<file path="src/rtl/mem_port_arbiter_if.sv">
// Bus bundle between the two core-side requesters, the arbiter and the shared memory port.
// Handshake: a requester raises reqN with addrN/wdataN/weN held stable until its one-cycle ackN;
// the arbiter holds mem_req high with stable mem_addr/mem_wdata/mem_we until a one-cycle mem_ack.
interface mem_port_arbiter_if #(
    parameter int DW = 32,
    parameter int AW = 32
);
    logic          req0;
    logic          req1;
    logic [AW-1:0] addr0;
    logic [AW-1:0] addr1;
    logic [DW-1:0] wdata0;
    logic [DW-1:0] wdata1;
    logic          we0;
    logic          we1;
    logic          ack0;
    logic          ack1;
    logic [DW-1:0] rdata;
    logic          sel;
    logic          mem_req;
    logic [AW-1:0] mem_addr;
    logic [DW-1:0] mem_wdata;
    logic          mem_we;
    logic          mem_ack;
    logic [DW-1:0] mem_rdata;
    logic          err;
    logic          busy;

    // master: requesters plus memory model; slave: the arbiter
    modport master (
        output req0, req1, addr0, addr1, wdata0, wdata1, we0, we1, mem_ack, mem_rdata,
        input  ack0, ack1, rdata, sel, mem_req, mem_addr, mem_wdata, mem_we, err, busy
    );

    modport slave (
        input  req0, req1, addr0, addr1, wdata0, wdata1, we0, we1, mem_ack, mem_rdata,
        output ack0, ack1, rdata, sel, mem_req, mem_addr, mem_wdata, mem_we, err, busy
    );
endinterface

</file>
<file path="src/rtl/mem_port_arbiter.sv">
// Round-robin arbiter sharing one memory port between fetch (0) and load-store (1), one outstanding access.
// Optional BUSY watchdog enabled by defining ARB_TIMEOUT_EN (aborts with err after TIMEOUT cycles).
module mem_port_arbiter #(
    parameter int DW      = 32,
    parameter int AW      = 32,
    parameter int TIMEOUT = 16
) (
    input  logic                clk,
    input  logic                rst_n,
    mem_port_arbiter_if.slave   bus
);
    typedef enum logic {IDLE = 1'b0, BUSY = 1'b1} state_t;

    state_t        state_q, state_d;
    logic          sel_q, sel_d;
    logic          last_q, last_d;
    logic          mem_req_q;
    logic          done;
    logic          abort;
    logic [AW-1:0] addr_mux;
    logic [DW-1:0] wdata_mux;

    if (TIMEOUT < 2) begin : g_bad_timeout
        $error("mem_port_arbiter: TIMEOUT must be >= 2");
    end

`ifdef ARB_TIMEOUT_EN
    localparam int CW = $clog2(TIMEOUT);
    logic [CW-1:0] cnt_q, cnt_d;

    assign abort = (state_q == BUSY) && !bus.mem_ack && (cnt_q == CW'(TIMEOUT - 1));

    // Cleared whenever a transaction starts (grant from IDLE or hand-over on completion)
    always_comb begin
        cnt_d = cnt_q;
        if (state_q == IDLE || done) cnt_d = '0;
        else                         cnt_d = cnt_q + CW'(1);
    end

    always_ff @(posedge clk or negedge rst_n) begin
        if (!rst_n) cnt_q <= '0;
        else        cnt_q <= cnt_d;
    end
`else
    assign abort = 1'b0;
`endif

    assign done = (state_q == BUSY) && (bus.mem_ack || abort);

    always_comb begin
        state_d = state_q;
        sel_d   = sel_q;
        last_d  = last_q;
        case (state_q)
            IDLE: begin
                if (bus.req0 || bus.req1) begin
                    state_d = BUSY;
                    sel_d   = (bus.req0 && bus.req1) ? ~last_q : bus.req1;
                end
            end
            BUSY: begin
                if (done) begin
                    last_d = sel_q;
                    // The requester just served is not considered this cycle
                    if (sel_q ? bus.req0 : bus.req1) sel_d = ~sel_q;
                    else                             state_d = IDLE;
                end
            end
            default: state_d = IDLE;
        endcase
    end

    always_ff @(posedge clk or negedge rst_n) begin
        if (!rst_n) begin
            state_q   <= IDLE;
            sel_q     <= 1'b0;
            last_q    <= 1'b1;
            mem_req_q <= 1'b0;
        end else begin
            state_q   <= state_d;
            sel_q     <= sel_d;
            last_q    <= last_d;
            mem_req_q <= (state_d == BUSY);
        end
    end

    assign addr_mux  = sel_q ? bus.addr1 : bus.addr0;
    assign wdata_mux = sel_q ? bus.wdata1 : bus.wdata0;

    assign bus.sel       = sel_q;
    assign bus.mem_req   = mem_req_q;
    assign bus.mem_addr  = addr_mux;
    assign bus.mem_wdata = wdata_mux;
    assign bus.mem_we    = (sel_q ? bus.we1 : bus.we0) & mem_req_q;
    assign bus.ack0      = done & ~sel_q;
    assign bus.ack1      = done & sel_q;
    assign bus.rdata     = (state_q == BUSY && bus.mem_ack) ? bus.mem_rdata : '0;
    assign bus.err       = abort;
    assign bus.busy      = (state_q == BUSY);
endmodule

</file>
<file path="src/flat_wrapper.sv">
// flat-port wrapper written by rule: the top's interface ports become plain ports
module mem_port_arbiter_flat 
#(
    parameter int DW      = 32,
    parameter int AW      = 32,
    parameter int TIMEOUT = 16
)
  (clk, rst_n, bus_req0, bus_req1, bus_addr0, bus_addr1, bus_wdata0, bus_wdata1, bus_we0, bus_we1, bus_mem_ack, bus_mem_rdata, bus_ack0, bus_ack1, bus_rdata, bus_sel, bus_mem_req, bus_mem_addr, bus_mem_wdata, bus_mem_we, bus_err, bus_busy);
  mem_port_arbiter_if #(.DW(DW), .AW(AW)) bus_i ();
  input  logic clk;
  input  logic rst_n;
  input wire logic [$bits(bus_i.req0)-1:0] bus_req0;
  input wire logic [$bits(bus_i.req1)-1:0] bus_req1;
  input wire logic [$bits(bus_i.addr0)-1:0] bus_addr0;
  input wire logic [$bits(bus_i.addr1)-1:0] bus_addr1;
  input wire logic [$bits(bus_i.wdata0)-1:0] bus_wdata0;
  input wire logic [$bits(bus_i.wdata1)-1:0] bus_wdata1;
  input wire logic [$bits(bus_i.we0)-1:0] bus_we0;
  input wire logic [$bits(bus_i.we1)-1:0] bus_we1;
  input wire logic [$bits(bus_i.mem_ack)-1:0] bus_mem_ack;
  input wire logic [$bits(bus_i.mem_rdata)-1:0] bus_mem_rdata;
  output wire logic [$bits(bus_i.ack0)-1:0] bus_ack0;
  output wire logic [$bits(bus_i.ack1)-1:0] bus_ack1;
  output wire logic [$bits(bus_i.rdata)-1:0] bus_rdata;
  output wire logic [$bits(bus_i.sel)-1:0] bus_sel;
  output wire logic [$bits(bus_i.mem_req)-1:0] bus_mem_req;
  output wire logic [$bits(bus_i.mem_addr)-1:0] bus_mem_addr;
  output wire logic [$bits(bus_i.mem_wdata)-1:0] bus_mem_wdata;
  output wire logic [$bits(bus_i.mem_we)-1:0] bus_mem_we;
  output wire logic [$bits(bus_i.err)-1:0] bus_err;
  output wire logic [$bits(bus_i.busy)-1:0] bus_busy;
  assign bus_i.req0 = bus_req0;
  assign bus_i.req1 = bus_req1;
  assign bus_i.addr0 = bus_addr0;
  assign bus_i.addr1 = bus_addr1;
  assign bus_i.wdata0 = bus_wdata0;
  assign bus_i.wdata1 = bus_wdata1;
  assign bus_i.we0 = bus_we0;
  assign bus_i.we1 = bus_we1;
  assign bus_i.mem_ack = bus_mem_ack;
  assign bus_i.mem_rdata = bus_mem_rdata;
  assign bus_ack0 = bus_i.ack0;
  assign bus_ack1 = bus_i.ack1;
  assign bus_rdata = bus_i.rdata;
  assign bus_sel = bus_i.sel;
  assign bus_mem_req = bus_i.mem_req;
  assign bus_mem_addr = bus_i.mem_addr;
  assign bus_mem_wdata = bus_i.mem_wdata;
  assign bus_mem_we = bus_i.mem_we;
  assign bus_err = bus_i.err;
  assign bus_busy = bus_i.busy;
  mem_port_arbiter #(.DW(DW), .AW(AW), .TIMEOUT(TIMEOUT)) u_core (.clk(clk), .rst_n(rst_n), .bus(bus_i));
endmodule
</file>
<file path="config.mk">
export PLATFORM = sky130hd
export DESIGN_NAME = mem_port_arbiter_flat
export DESIGN_NICKNAME = d
export VERILOG_FILES = /design/src/rtl/mem_port_arbiter_if.sv /design/src/rtl/mem_port_arbiter.sv /design/src/flat_wrapper.sv
export SDC_FILE = /design/constraint.sdc
export NUM_CORES = 1
export LEC_CHECK = 0
export CAP_MARGIN = 20
export CORE_AREA = 2 2 106 108
export CTS_CLUSTER_SIZE = 10
export DETAILED_ROUTE_END_ITERATION = 10
export DIE_AREA = 0 0 108 110
export GPL_TIMING_DRIVEN = 0
export HOLD_SLACK_MARGIN = 0.03
export PLACE_DENSITY = 0.64
export SYNTH_ARGS = -nofsm -noshare
export SYNTH_HDL_FRONTEND = slang
export SYNTH_SLANG_ARGS = --single-unit
export TNS_END_PERCENT = 30
</file>
<file path="constraint.sdc">
create_clock -name clk -period 3.03 [get_ports clk]
set_clock_uncertainty 0.2 [all_clocks]
set_input_delay 0.909 -clock clk [delete_from_list [all_inputs] [get_ports clk]]
set_output_delay 0.909 -clock clk [all_outputs]
set_load 0.005 [all_outputs]
</file>
==> out/results.md <==
| Result | Reported |
|---|---|
| Iteration count of the initial detailed-routing pass | 2 |
| Post-route antenna net violation count | 0 |
| Max-cap viol count | 0 |
| Share of layout cells above drive strength 1 | 20.79% |
| Pin count of the biggest net entering global routing | 11 |
| Crit path max fanout | 1 |
| Final Hold Violating Endpoints | 0 |
| Detailed placement HPWL | 7105 um |
| Global-route wire length before repair | 10680 um |
| Vias in the first global route | 2289 |
| Clock Latency Late Sink | 0.21 ns |
| Root Driver | sky130_fd_sc_hd__clkbuf_8 |
| Proportion of synthesized chip area in sequential cells | 6.231% |
| Achievable frequency | 336.4 MHz |
| Max Transition Viols Final | 0 |
| Dominant combinational cell family by area after synthesis | multiplexers |
| Clock buffer depth | 2 |
| Die Y | 110 um |
| Number of clock buffers inserted by TritonCTS | 3 |
| Number of post-CTS setup repair buffers | 0 |
| Total wirelength of the detailed-routed design | 7830 um |
| CORE AREA | 0.01070 mm^2 |
| Final critical-path required period | 2.973 ns |
| Clock sink count | 3 |
| Beginning of the critical path | bus_addr1[1] |
| Power density over cell area | 352.3 mW/mm^2 |
| Area fraction in and, or, nand and nor cells after synthesis | 19.51% |
| Critical path capture point type | output port |
| Synth-to-layout area growth | 228.1% |
| Critical hold path startpoint | u_core.last_q |
| Sum of overflow across all layers after global routing | 0 |
| Antenna Cells | 0 |
| Clock-pin transition on the worst setup and hold timing paths | 0.03 ns |
| Req. time, crit path | 1.92 ns |
| Number of rows in the core area | 38 |
| RSZ-0062 raised after global routing | no |
| Post-route fraction of the period consumed by the critical path | 98.12% |
| Status | finished clean |
| Post-synthesis share of cell area spent on xor and xnor gates | 0% |
| Mux cell area share after synthesis | 63.33% |
| Number of antenna violations at the first check in global routing | 0 |
| Starting Density | 11.45% |
| Area fraction in compound gates after synthesis | 2.043% |
| Global placer's final weighted congestion | 0.7257 |
| Cell leakage power | 0.001879 uW |
| Min-Delay Path Class | reg -> reg |
| Post-Syn Nets | 299 |
| Final Setup Violations | 0 |
| Port Buffers | 268 |
| Final hold slack | 0.2609 ns |
| Worst path arrival time | 1.86 ns |
| Synthesized netlist cell count | 132 |
| Overall Global Routing Usage | 11.41% |
| Kind of launch point of the worst setup path | input pin |
| Routed len/inst | 14.39 um |
| Synth Area per Inst | 9.280 um^2 |
| TritonCTS clock tree | yes |
| DRC errors left | 0 |
| Adder and majority gate portion of the synthesized area | 0% |
| First DRT Iteration DRCs | 26 |
| Depth of the CTS H-tree | 1 |
| Top Ports | 270 |
| Power after layout | 1416 uW |
| Die Wd | 108 um |
| CP Class | in -> out |
| Count of vias placed by the detailed router | 2153 |
| Number of storage elements in the synthesis netlist | 3 |
| Commonest cells after routing, fill and taps aside | sky130_fd_sc_hd__clkdlybuf4s50_1 (170), sky130_fd_sc_hd__dlygate4sd2_1 (97), sky130_fd_sc_hd__mux2_2 (56) |
| Post-Syn Area | 0.001225 mm^2 |
| Warning count from the yosys run | 0 |
| Netlist cell types | 20 |
| Number of nets in the layout | 572 |
| Die area | 0.01188 mm^2 |
| Most frequent standard cell in the layout excluding fill and tap cells | sky130_fd_sc_hd__clkdlybuf4s50_1 |
| VDD IR max | 0.2693 mV |
| Origin of the critical flop-to-flop path | u_core.bus.sel |
| Avg Vias per Cell | 3.958 |
## registers in the layout (all words and copies together) (netlist names)
register         flops
u_core.bus.busy      1
u_core.bus.sel       1
u_core.last_q        1
## what timing repair did
| action | CTS | global route |
|---|---|---|
| hold buffers | 0 | 0 |
| gates resized for setup | 109 | 0 |
| endpoints found under the setup margin | 99 | 0 |
## cell families (layout without fill, tap and decap cells)
family,Yosys count,in the layout
mux,66,66
simple gates,40,40
buf+inv,18,290
compound gates,4,4
flops,3,3
other cells,1,1
## final cells by class
type | instances | area (um^2)
fillers | 1130 | 6679
inverters | 1 | 3.754
multi-input cells | 111 | 1044
clock buffers | 4 | 45.04
repair buffers | 268 | 2556
well taps | 140 | 175.2
flip-flops and latches | 3 | 76.32
plain buffers | 17 | 118.9
## worst max-delay path, cell delays in order
cell and delay, ns:
sky130_fd_sc_hd__clkdlybuf4s50_1 0.42, sky130_fd_sc_hd__mux2_2 0.27, sky130_fd_sc_hd__dlygate4sd2_1 0.26
## power by group
part           internal (uW)  leakage (uW)  total, uW  switching [uW]
Sequential              57.3     0.0000319       66.2            8.89
Clock                   89.6     0.0000228        114            24.6
Combinational            801       0.00182       1240             434
## metrics by stage
stage	area [um^2]	util, %	cells	setup TNS, ns	setup WS, ns
final	4019	37.57	544	0	0.05690
after global routing	4019	37.57	544	0	0.02871
after CTS	4019	37.57	544	0	0.05274
after detailed placement	4083	38.16	540	-27.38	-0.6644
after global placement	4083	38.16	540	-26.20	-0.6378
after floorplan	1225	-	132	0	0.6576
## per-layer routing
layer | share of wire, % | wire [um] | track usage (%) | vias up
met4 | 0.38 | 30 | 1.923 | 0
li1 | - | - | - | 1032
met3 | 13 | 1029 | 4.174 | 2
met1 | 30 | 2332 | 9.447 | 965
met5 | 0 | 0 | 0 | -
met2 | 57 | 4437 | 25.25 | 154
## cell usage after synthesis
cell type / n / area share [%]
sky130_fd_sc_hd__dfstp_2: 1 / 2.1
sky130_fd_sc_hd__buf_2: 6 / 2.5
sky130_fd_sc_hd__nand2b_1: 1 / 0.51
sky130_fd_sc_hd__clkbuf_1: 6 / 1.8
sky130_fd_sc_hd__inv_1: 1 / 0.31
sky130_fd_sc_hd__nor2b_1: 2 / 1.0
sky130_fd_sc_hd__and3_1: 32 / 16
sky130_fd_sc_hd__nor2_1: 1 / 0.31
sky130_fd_sc_hd__conb_1: 1 / 0.31
sky130_fd_sc_hd__o21ai_0: 1 / 0.41
sky130_fd_sc_hd__a21oi_1: 2 / 0.82
sky130_fd_sc_hd__nand2_1: 3 / 0.92
sky130_fd_sc_hd__nand3_1: 1 / 0.41
sky130_fd_sc_hd__buf_6: 3 / 2.8
sky130_fd_sc_hd__o32a_1: 1 / 0.82
sky130_fd_sc_hd__mux2i_1: 1 / 0.82
sky130_fd_sc_hd__mux2_4: 9 / 11
sky130_fd_sc_hd__buf_4: 2 / 1.2
sky130_fd_sc_hd__mux2_2: 56 / 51
sky130_fd_sc_hd__dfrtp_1: 2 / 4.1
## final timing paths
| check | endpoint | slack [ns] | depth (start not counted) |
|---|---|---|---|
| max in group asynchronous | u_core.last_q | 1.72 | 1 |
| min | u_core.last_q | 0.26 | 2 |
| min reg2reg | u_core.last_q | 0.26 | 2 |
| max reg2reg | u_core.bus.busy | 1.61 | 4 |
| max | bus_mem_addr[1] | 0.06 | 3 |
| min in group asynchronous | u_core.bus.busy | 0.68 | 1 |
Note: power is estimated with default switching activity, not from simulation.
